File: config.mk
export PLATFORM = sky130hd
export DESIGN_NAME = hilo_muldiv_flat
export DESIGN_NICKNAME = d
export VERILOG_FILES = /design/src/rtl/hilo_muldiv_if.sv /design/src/rtl/hilo_muldiv.sv /design/src/flat_wrapper.sv
export SDC_FILE = /design/constraint.sdc
export NUM_CORES = 2
export LEC_CHECK = 0
export CAP_MARGIN = 20
export CORE_ASPECT_RATIO = 1.5
export CORE_MARGIN = 5
export CORE_UTILIZATION = 45
export CTS_CLUSTER_DIAMETER = 200
export DETAILED_ROUTE_END_ITERATION = 8
export MAX_ROUTING_LAYER = met4
export PLACE_DENSITY = 0.59
export SYNTH_ARGS = -nofsm -noshare
export SYNTH_HDL_FRONTEND = slang
export SYNTH_SLANG_ARGS = --single-unit
export TNS_END_PERCENT = 20
File: constraint.sdc
create_clock -name clk -period 11.55 [get_ports clk]
set_input_delay 1.155 -clock clk [delete_from_list [all_inputs] [get_ports clk]]
set_output_delay 1.155 -clock clk [all_outputs]
set_load 0.05 [all_outputs]
File: src/rtl/hilo_muldiv_if.sv
// Op codes shared with the ALU decoder, plus the EX-stage bus between the pipeline and the HI/LO unit.
package hilo_muldiv_pkg;
  localparam logic [7:0] MTHI_CONTROL  = 8'b0001_0001;
  localparam logic [7:0] MTLO_CONTROL  = 8'b0001_0011;
  localparam logic [7:0] MULT_CONTROL  = 8'b0001_1000;
  localparam logic [7:0] MULTU_CONTROL = 8'b0001_1001;
  localparam logic [7:0] DIV_CONTROL   = 8'b0001_1010;
  localparam logic [7:0] DIVU_CONTROL  = 8'b0001_1011;
  localparam logic [7:0] MADD_CONTROL  = 8'b0001_1100;
  localparam logic [7:0] MADDU_CONTROL = 8'b0001_1101;
  localparam logic [7:0] MSUB_CONTROL  = 8'b0001_1110;
  localparam logic [7:0] MSUBU_CONTROL = 8'b0001_1111;
  localparam logic [7:0] MUL_CONTROL   = 8'b0010_0000;

  function automatic logic is_mul_op(input logic [7:0] c);
    return c inside {MULT_CONTROL, MULTU_CONTROL, MADD_CONTROL, MADDU_CONTROL,
                     MSUB_CONTROL, MSUBU_CONTROL, MUL_CONTROL};
  endfunction

  function automatic logic is_div_op(input logic [7:0] c);
    return c inside {DIV_CONTROL, DIVU_CONTROL};
  endfunction

  function automatic logic is_signed_op(input logic [7:0] c);
    return c inside {MULT_CONTROL, MADD_CONTROL, MSUB_CONTROL, MUL_CONTROL, DIV_CONTROL};
  endfunction
endpackage

interface hilo_muldiv_if #(
  parameter int unsigned WIDTH = 32
);
  logic [7:0]       alucontrolE;
  logic             valid_i;
  logic             flush_i;
  logic [WIDTH-1:0] srcaE;
  logic [WIDTH-1:0] srcbE;
  logic             busy_o;
  logic             done_o;
  logic [WIDTH-1:0] mul_result_o;
  logic [WIDTH-1:0] hi_o;
  logic [WIDTH-1:0] lo_o;

  modport master (
    output alucontrolE, valid_i, flush_i, srcaE, srcbE,
    input  busy_o, done_o, mul_result_o, hi_o, lo_o
  );

  modport slave (
    input  alucontrolE, valid_i, flush_i, srcaE, srcbE,
    output busy_o, done_o, mul_result_o, hi_o, lo_o
  );
endinterface

File: src/rtl/hilo_muldiv.sv
// EX-stage multiply/divide unit owning HI/LO; stalls the pipeline while a multi-cycle op is in flight.
module hilo_muldiv
  import hilo_muldiv_pkg::*;
#(
  parameter int unsigned WIDTH   = 32,
  parameter int unsigned MUL_LAT = 2
) (
  input logic          clk,
  input logic          rst,
  hilo_muldiv_if.slave bus
);
  localparam int unsigned CW = 6;
  localparam int unsigned PW = 2 * WIDTH;

  typedef enum logic [1:0] {IDLE, MUL, DIV, DONE} state_t;

  state_t           state, state_nxt;
  logic [7:0]       op;
  logic [WIDTH-1:0] dividend, divisor, quo, rem;
  logic [WIDTH-1:0] hi, lo, mul_result;
  logic [CW-1:0]    cnt;
  logic             q_neg, r_neg, div_zero;
  logic [PW-1:0]    prod_q;
  logic             busy, done;

  logic             fire, mul_op, div_op, sgn;
  logic [PW-1:0]    ext_a, ext_b, prod, acc;
  logic [WIDTH-1:0] mag_a, mag_b, quo_fix, rem_fix;
  logic [WIDTH:0]   trial;

  assign fire   = (state == IDLE) && bus.valid_i && !bus.flush_i;
  assign mul_op = is_mul_op(bus.alucontrolE);
  assign div_op = is_div_op(bus.alucontrolE);
  assign sgn    = is_signed_op(bus.alucontrolE);

  // Product is taken from the accept-cycle operands, so later operand changes are irrelevant
  assign ext_a = {{WIDTH{sgn & bus.srcaE[WIDTH-1]}}, bus.srcaE};
  assign ext_b = {{WIDTH{sgn & bus.srcbE[WIDTH-1]}}, bus.srcbE};
  assign prod  = ext_a * ext_b;
  assign acc   = {hi, lo};

  assign mag_a   = (sgn && bus.srcaE[WIDTH-1]) ? -bus.srcaE : bus.srcaE;
  assign mag_b   = (sgn && bus.srcbE[WIDTH-1]) ? -bus.srcbE : bus.srcbE;
  assign trial   = {rem, quo[WIDTH-1]} - {1'b0, divisor};
  assign quo_fix = q_neg ? -quo : quo;
  assign rem_fix = r_neg ? -rem : rem;

  always_ff @(posedge clk) begin
    if (rst) state <= IDLE;
    else     state <= state_nxt;
  end

  // Next state plus the combinational stall and completion strobes
  always_comb begin
    state_nxt = state;
    busy      = 1'b0;
    done      = 1'b0;
    case (state)
      IDLE: begin
        if (bus.valid_i && !bus.flush_i) begin
          if (mul_op) begin
            busy      = 1'b1;
            state_nxt = (MUL_LAT > 1) ? MUL : DONE;
          end else if (div_op) begin
            busy      = 1'b1;
            state_nxt = (bus.srcbE == '0) ? DONE : DIV;
          end
        end
      end
      MUL: begin
        busy = 1'b1;
        if (cnt == CW'(1)) state_nxt = DONE;
      end
      DIV: begin
        busy = 1'b1;
        if (cnt == CW'(1)) state_nxt = DONE;
      end
      DONE: begin
        done      = 1'b1;
        state_nxt = IDLE;
      end
      default: state_nxt = IDLE;
    endcase
    if (bus.flush_i) begin
      state_nxt = IDLE;
      done      = 1'b0;
    end
  end

  always_ff @(posedge clk) begin
    if (rst) begin
      op         <= '0;
      dividend   <= '0;
      divisor    <= '0;
      quo        <= '0;
      rem        <= '0;
      cnt        <= '0;
      q_neg      <= 1'b0;
      r_neg      <= 1'b0;
      div_zero   <= 1'b0;
      prod_q     <= '0;
      hi         <= '0;
      lo         <= '0;
      mul_result <= '0;
    end else begin
      case (state)
        IDLE: begin
          if (fire) begin
            if (bus.alucontrolE == MTHI_CONTROL) hi <= bus.srcaE;
            if (bus.alucontrolE == MTLO_CONTROL) lo <= bus.srcaE;
            if (mul_op) begin
              op     <= bus.alucontrolE;
              prod_q <= prod;
              cnt    <= CW'(MUL_LAT - 1);
              if (bus.alucontrolE == MUL_CONTROL) mul_result <= prod[WIDTH-1:0];
            end
            if (div_op) begin
              op       <= bus.alucontrolE;
              dividend <= bus.srcaE;
              divisor  <= mag_b;
              quo      <= mag_a;
              rem      <= '0;
              q_neg    <= sgn & (bus.srcaE[WIDTH-1] ^ bus.srcbE[WIDTH-1]);
              r_neg    <= sgn & bus.srcaE[WIDTH-1];
              div_zero <= (bus.srcbE == '0);
              cnt      <= CW'(WIDTH);
            end
          end
        end
        MUL: cnt <= cnt - CW'(1);
        // Restoring step: quotient bits shift in from the right as dividend bits shift out
        DIV: begin
          if (!trial[WIDTH]) begin
            rem <= trial[WIDTH-1:0];
            quo <= {quo[WIDTH-2:0], 1'b1};
          end else begin
            rem <= {rem[WIDTH-2:0], quo[WIDTH-1]};
            quo <= {quo[WIDTH-2:0], 1'b0};
          end
          cnt <= cnt - CW'(1);
        end
        DONE: begin
          if (!bus.flush_i) begin
            case (op)
              MULT_CONTROL, MULTU_CONTROL: {hi, lo} <= prod_q;
              MADD_CONTROL, MADDU_CONTROL: {hi, lo} <= acc + prod_q;
              MSUB_CONTROL, MSUBU_CONTROL: {hi, lo} <= acc - prod_q;
              DIV_CONTROL, DIVU_CONTROL: begin
                if (div_zero) begin
                  lo <= '1;
                  hi <= dividend;
                end else begin
                  lo <= quo_fix;
                  hi <= rem_fix;
                end
              end
              default: ;
            endcase
          end
        end
        default: ;
      endcase
    end
  end

  assign bus.busy_o       = busy;
  assign bus.done_o       = done;
  assign bus.hi_o         = hi;
  assign bus.lo_o         = lo;
  assign bus.mul_result_o = mul_result;
endmodule

File: src/flat_wrapper.sv
// flat-port wrapper written by rule: the top's interface ports become plain ports
module hilo_muldiv_flat import hilo_muldiv_pkg::*;
#(
  parameter int unsigned WIDTH   = 32,
  parameter int unsigned MUL_LAT = 2
)
  (clk, rst, bus_alucontrolE, bus_valid_i, bus_flush_i, bus_srcaE, bus_srcbE, bus_busy_o, bus_done_o, bus_mul_result_o, bus_hi_o, bus_lo_o);
  hilo_muldiv_if #(.WIDTH(WIDTH)) bus_i ();
  input logic clk;
  input logic rst;
  input wire logic [$bits(bus_i.alucontrolE)-1:0] bus_alucontrolE;
  input wire logic [$bits(bus_i.valid_i)-1:0] bus_valid_i;
  input wire logic [$bits(bus_i.flush_i)-1:0] bus_flush_i;
  input wire logic [$bits(bus_i.srcaE)-1:0] bus_srcaE;
  input wire logic [$bits(bus_i.srcbE)-1:0] bus_srcbE;
  output wire logic [$bits(bus_i.busy_o)-1:0] bus_busy_o;
  output wire logic [$bits(bus_i.done_o)-1:0] bus_done_o;
  output wire logic [$bits(bus_i.mul_result_o)-1:0] bus_mul_result_o;
  output wire logic [$bits(bus_i.hi_o)-1:0] bus_hi_o;
  output wire logic [$bits(bus_i.lo_o)-1:0] bus_lo_o;
  assign bus_i.alucontrolE = bus_alucontrolE;
  assign bus_i.valid_i = bus_valid_i;
  assign bus_i.flush_i = bus_flush_i;
  assign bus_i.srcaE = bus_srcaE;
  assign bus_i.srcbE = bus_srcbE;
  assign bus_busy_o = bus_i.busy_o;
  assign bus_done_o = bus_i.done_o;
  assign bus_mul_result_o = bus_i.mul_result_o;
  assign bus_hi_o = bus_i.hi_o;
  assign bus_lo_o = bus_i.lo_o;
  hilo_muldiv #(.WIDTH(WIDTH), .MUL_LAT(MUL_LAT)) u_core (.clk(clk), .rst(rst), .bus(bus_i));
endmodule
==> results_dict.tcl <==
set metrics [dict create \
    max_cap_violations 0 \
    cpMostUsedCell "fa_1" \
    syn-instance-count 7735 \
    timing.final.crit_share 0.905 \
    grt_pass1_vias 58200 \
    dieArea_um2 148000 \
    globalplace.congestion 1.02 \
    syn_avg_cell_area_um2 8.15 \
    drtAntennaViolNets 0 \
    post_cts_resize_count 0 \
    synth_area_um2 63100 \
    numCtsBuffers 31 \
    grt_pass1_wl_um 371000 \
    postCtsSetupBuffers 0 \
    cts-htree-levels 1 \
    drive_gt1_frac 0.0418 \
    rsz0062_at_grt "false" \
    nets 9165 \
    worstPathMaxFanout 16 \
    slowest_stage "fa_1" \
    end_kind "flip-flop" \
    placed_area_um2 66100 \
    die_x_um 316 \
    dr.pass1.iters 6 \
    synth-seq-cells 306 \
    whs_endpoint "u_core.dividend[22]" \
    clock_path_buffers 3 \
    hp-class "reg -> reg" \
    antenna_found_initial 17 \
    drc 0 \
    setup_viol 0 \
    coreArea_um2 140000 \
    ys_types 95 \
    r2r-start "u_core.prod_q[24]" \
    r2r-end "u_core.bus.hi_o[31]" \
    finalCoreUtilization 0.482 \
    area_delta_synth_final_pct 6.71 \
    timing.fmax_mhz 95.7 \
    tightest_slew_ns 1.22 \
    max_stage_delay_ns 0.56 \
    drt_iter0_drc 4402 \
    cts_root_buffer "clkbuf_16" \
    clk_latency_ns 0.64 \
    grt-ovfl-total 0 \
    relSlewSlack 0.188 \
    numClockSinks 306 \
    wl_per_cell_um 26.1 \
    grt_max_degree 83 \
    ctsHoldBuffers 0 \
    die-height_um 468 \
    groute.usage.overall 0.344 \
    cp.arrival_ns 10.93 \
    hpwlAfterDp_um 194000 \
    start_util 0.452 \
    ys_warn_count 0 \
    required_ns 12.03 \
    synth_ff_type "dfxtp_1" \
    r2r_slack_ns 5.74 \
    syn_nets 9321 \
    slew_viol_final 0 \
    portBuffers 173 \
    outcome "finished, final reports clean" \
    setup-tns-final_ns 0 \
    routed_via_density 5.82 \
    min_period_ns 10.45 \
    drt-total-wl_um 248000 \
    r2r_cells 14 \
    min_path_cells 2 \
    num_io_pins 174 \
    fin_skew_ns 0.0175 \
    startpoint_type "input pin" \
    hp-start "u_core.dividend[22]" \
    cts_tree "built" \
    yosysSeqAreaShare 0.0972 \
    rows 168 \
    stdcell_area_um2 67300 \
    vias 55200 \
    hold_viol 0 \
    synth-edff-count 0 \
    worstSetupPathType "in -> reg" \
    async_flop_share 0 \
    clkTransAtPathRegs_ns 0.07 \
]
-- cells in the final DEF (no fill, tap or decap), types with 29 or more instances in the layout --
cell type        netlist  layout
inv_1               1312    1312
nand2_1             1238    1236
fa_1                1128    1128
a21oi_1              476     475
ha_1                 382     381
nor2_1               372     361
and2_1               345     344
dfxtp_1              306     305
o21ai_0              245     244
buf_4                  4     136
xnor2_1              130     130
clkdlybuf4s50_1        0     120
xor2_1               113     113
a211oi_1              91      91
a21o_1                83      83
nand3_1               82      82
nor3_1                76      76
o21bai_1              59      59
o31ai_1               52      52
buf_2                 14      51
a221oi_1              46      46
a31oi_1               43      43
o211ai_1              40      40
mux2i_1               39      39
a311oi_1              38      38
nand2b_1              37      35
nor2b_1               35      35
and3_1                34      34
o221ai_1              34      34
or3_1                 33      33
clkbuf_16              0      31
nor4_1                31      29
-- cell usage after synthesis (11+ instances only) --
cell	number	area, um2
xnor2_1	130	1140
and3_1	34	213
nand4_1	27	169
buf_2	14	70.1
or3_1	33	206
nand2_1	1238	4650
fa_1	1128	22600
nor2_1	372	1400
o21ai_0	245	1230
clkbuf_1	411	1540
and2_1	345	2160
a31o_2	11	96.3
o31ai_1	52	390
nor4_1	31	194
o22ai_1	12	75.1
inv_1	1312	4920
mux2i_1	39	390
nor2b_1	35	219
ha_1	382	4780
nor3_1	76	380
a21o_1	83	623
o211ai_1	40	300
a311oi_1	38	333
xor2_1	113	990
a31oi_1	43	269
o21a_1	25	188
a2111oi_0	11	96.3
o22a_1	14	123
a21oi_1	476	2380
o41ai_1	26	228
a21boi_0	11	82.6
a221o_1	12	120
dfxtp_1	306	6130
nand2b_1	37	231
o221ai_1	34	298
a211oi_1	91	683
a221oi_1	46	403
o21ai_1	11	55.1
nand3_1	82	410
buf_1	68	255
or4_1	24	180
o21bai_1	59	443
a22oi_1	13	97.6
-- layer usage --
layer	GRT usage	up-vias	share of wire
li1	-	24300	-
met1	0.399	28000	0.37
met2	0.579	2243	0.48
met3	0.0382	703	0.065
met4	0.199	0	0.077
met5	-	-	0
-- worst max-delay path by stage --
stage                       startpoint                 to  slack [ns]  cells past startpoint
floorplan           bus_alucontrolE[7]  u_core.prod_q[57]        1.58                     31
detailed placement  bus_alucontrolE[4]  u_core.prod_q[61]        0.43                     30
global route        bus_alucontrolE[4]  u_core.prod_q[59]        0.43                     31
global placement    bus_alucontrolE[4]  u_core.prod_q[61]        0.49                     30
finish              bus_alucontrolE[4]  u_core.prod_q[61]        1.10                     30
CTS                 bus_alucontrolE[4]  u_core.prod_q[57]        1.07                     30
-- registers in the layout, summed over array words and instances (netlist names) --
name / cells
u_core.state: 2
u_core.prod_q: 64
u_core.q_neg: 1
u_core.div_zero: 1
u_core.dividend: 32
u_core.r_neg: 1
u_core.bus.hi_o: 32
u_core.quo: 32
u_core.divisor: 32
u_core.cnt: 6
u_core.bus.lo_o: 32
u_core.rem: 32
u_core.bus.mul_result_o: 32
u_core.op: 7
-- worst max-delay path, delay by kind of cell --
family / cells / cell delay [ns]
adder cells (fa/ha/maj): 9 / 4.37
AO/OA/AOI/OAI: 8 / 1.84
AND/OR/NAND/NOR: 7 / 1.93
buffers and inverters: 5 / 1.45
multiplexers: 1 / 0.16
-- cell families after synthesis --
kind of cell / count (synthesis) / share of synthesized area
adder cells (fa/ha/maj): 1510 / 0.434
multiplexers: 41 / 0.00655
AO/OA/AOI/OAI: 1437 / 0.149
flip-flops: 306 / 0.0972
buffers and inverters: 1815 / 0.109
XOR/XNOR: 243 / 0.0338
AND/OR/NAND/NOR: 2383 / 0.171
-- layout make-up --
class / count / area (um2)
Antenna cell: 11 / 27.5
Clock buffer: 44 / 925
Clock inverter: 11 / 170
Fill cell: 13900 / 72300
Inverter: 1315 / 4940
Multi-Input combinational cell: 5614 / 50200
Sequential cell: 306 / 6130
Tap cell: 1870 / 2340
Timing Repair Buffer: 311 / 2560
-- stage by stage --
stage	instances	worst slack (ns)	hold slack [ns]
after floorplan	7735	1.58	0.432
after global placement	9414	0.487	0.440
after detailed placement	9414	0.428	0.446
after CTS	9469	1.07	0.456
after global routing	9479	0.433	0.474
final	9482	1.10	0.454
Power is not shown: default switching activity piles up to over one toggle a cycle in this logic, so the estimate is an artifact.
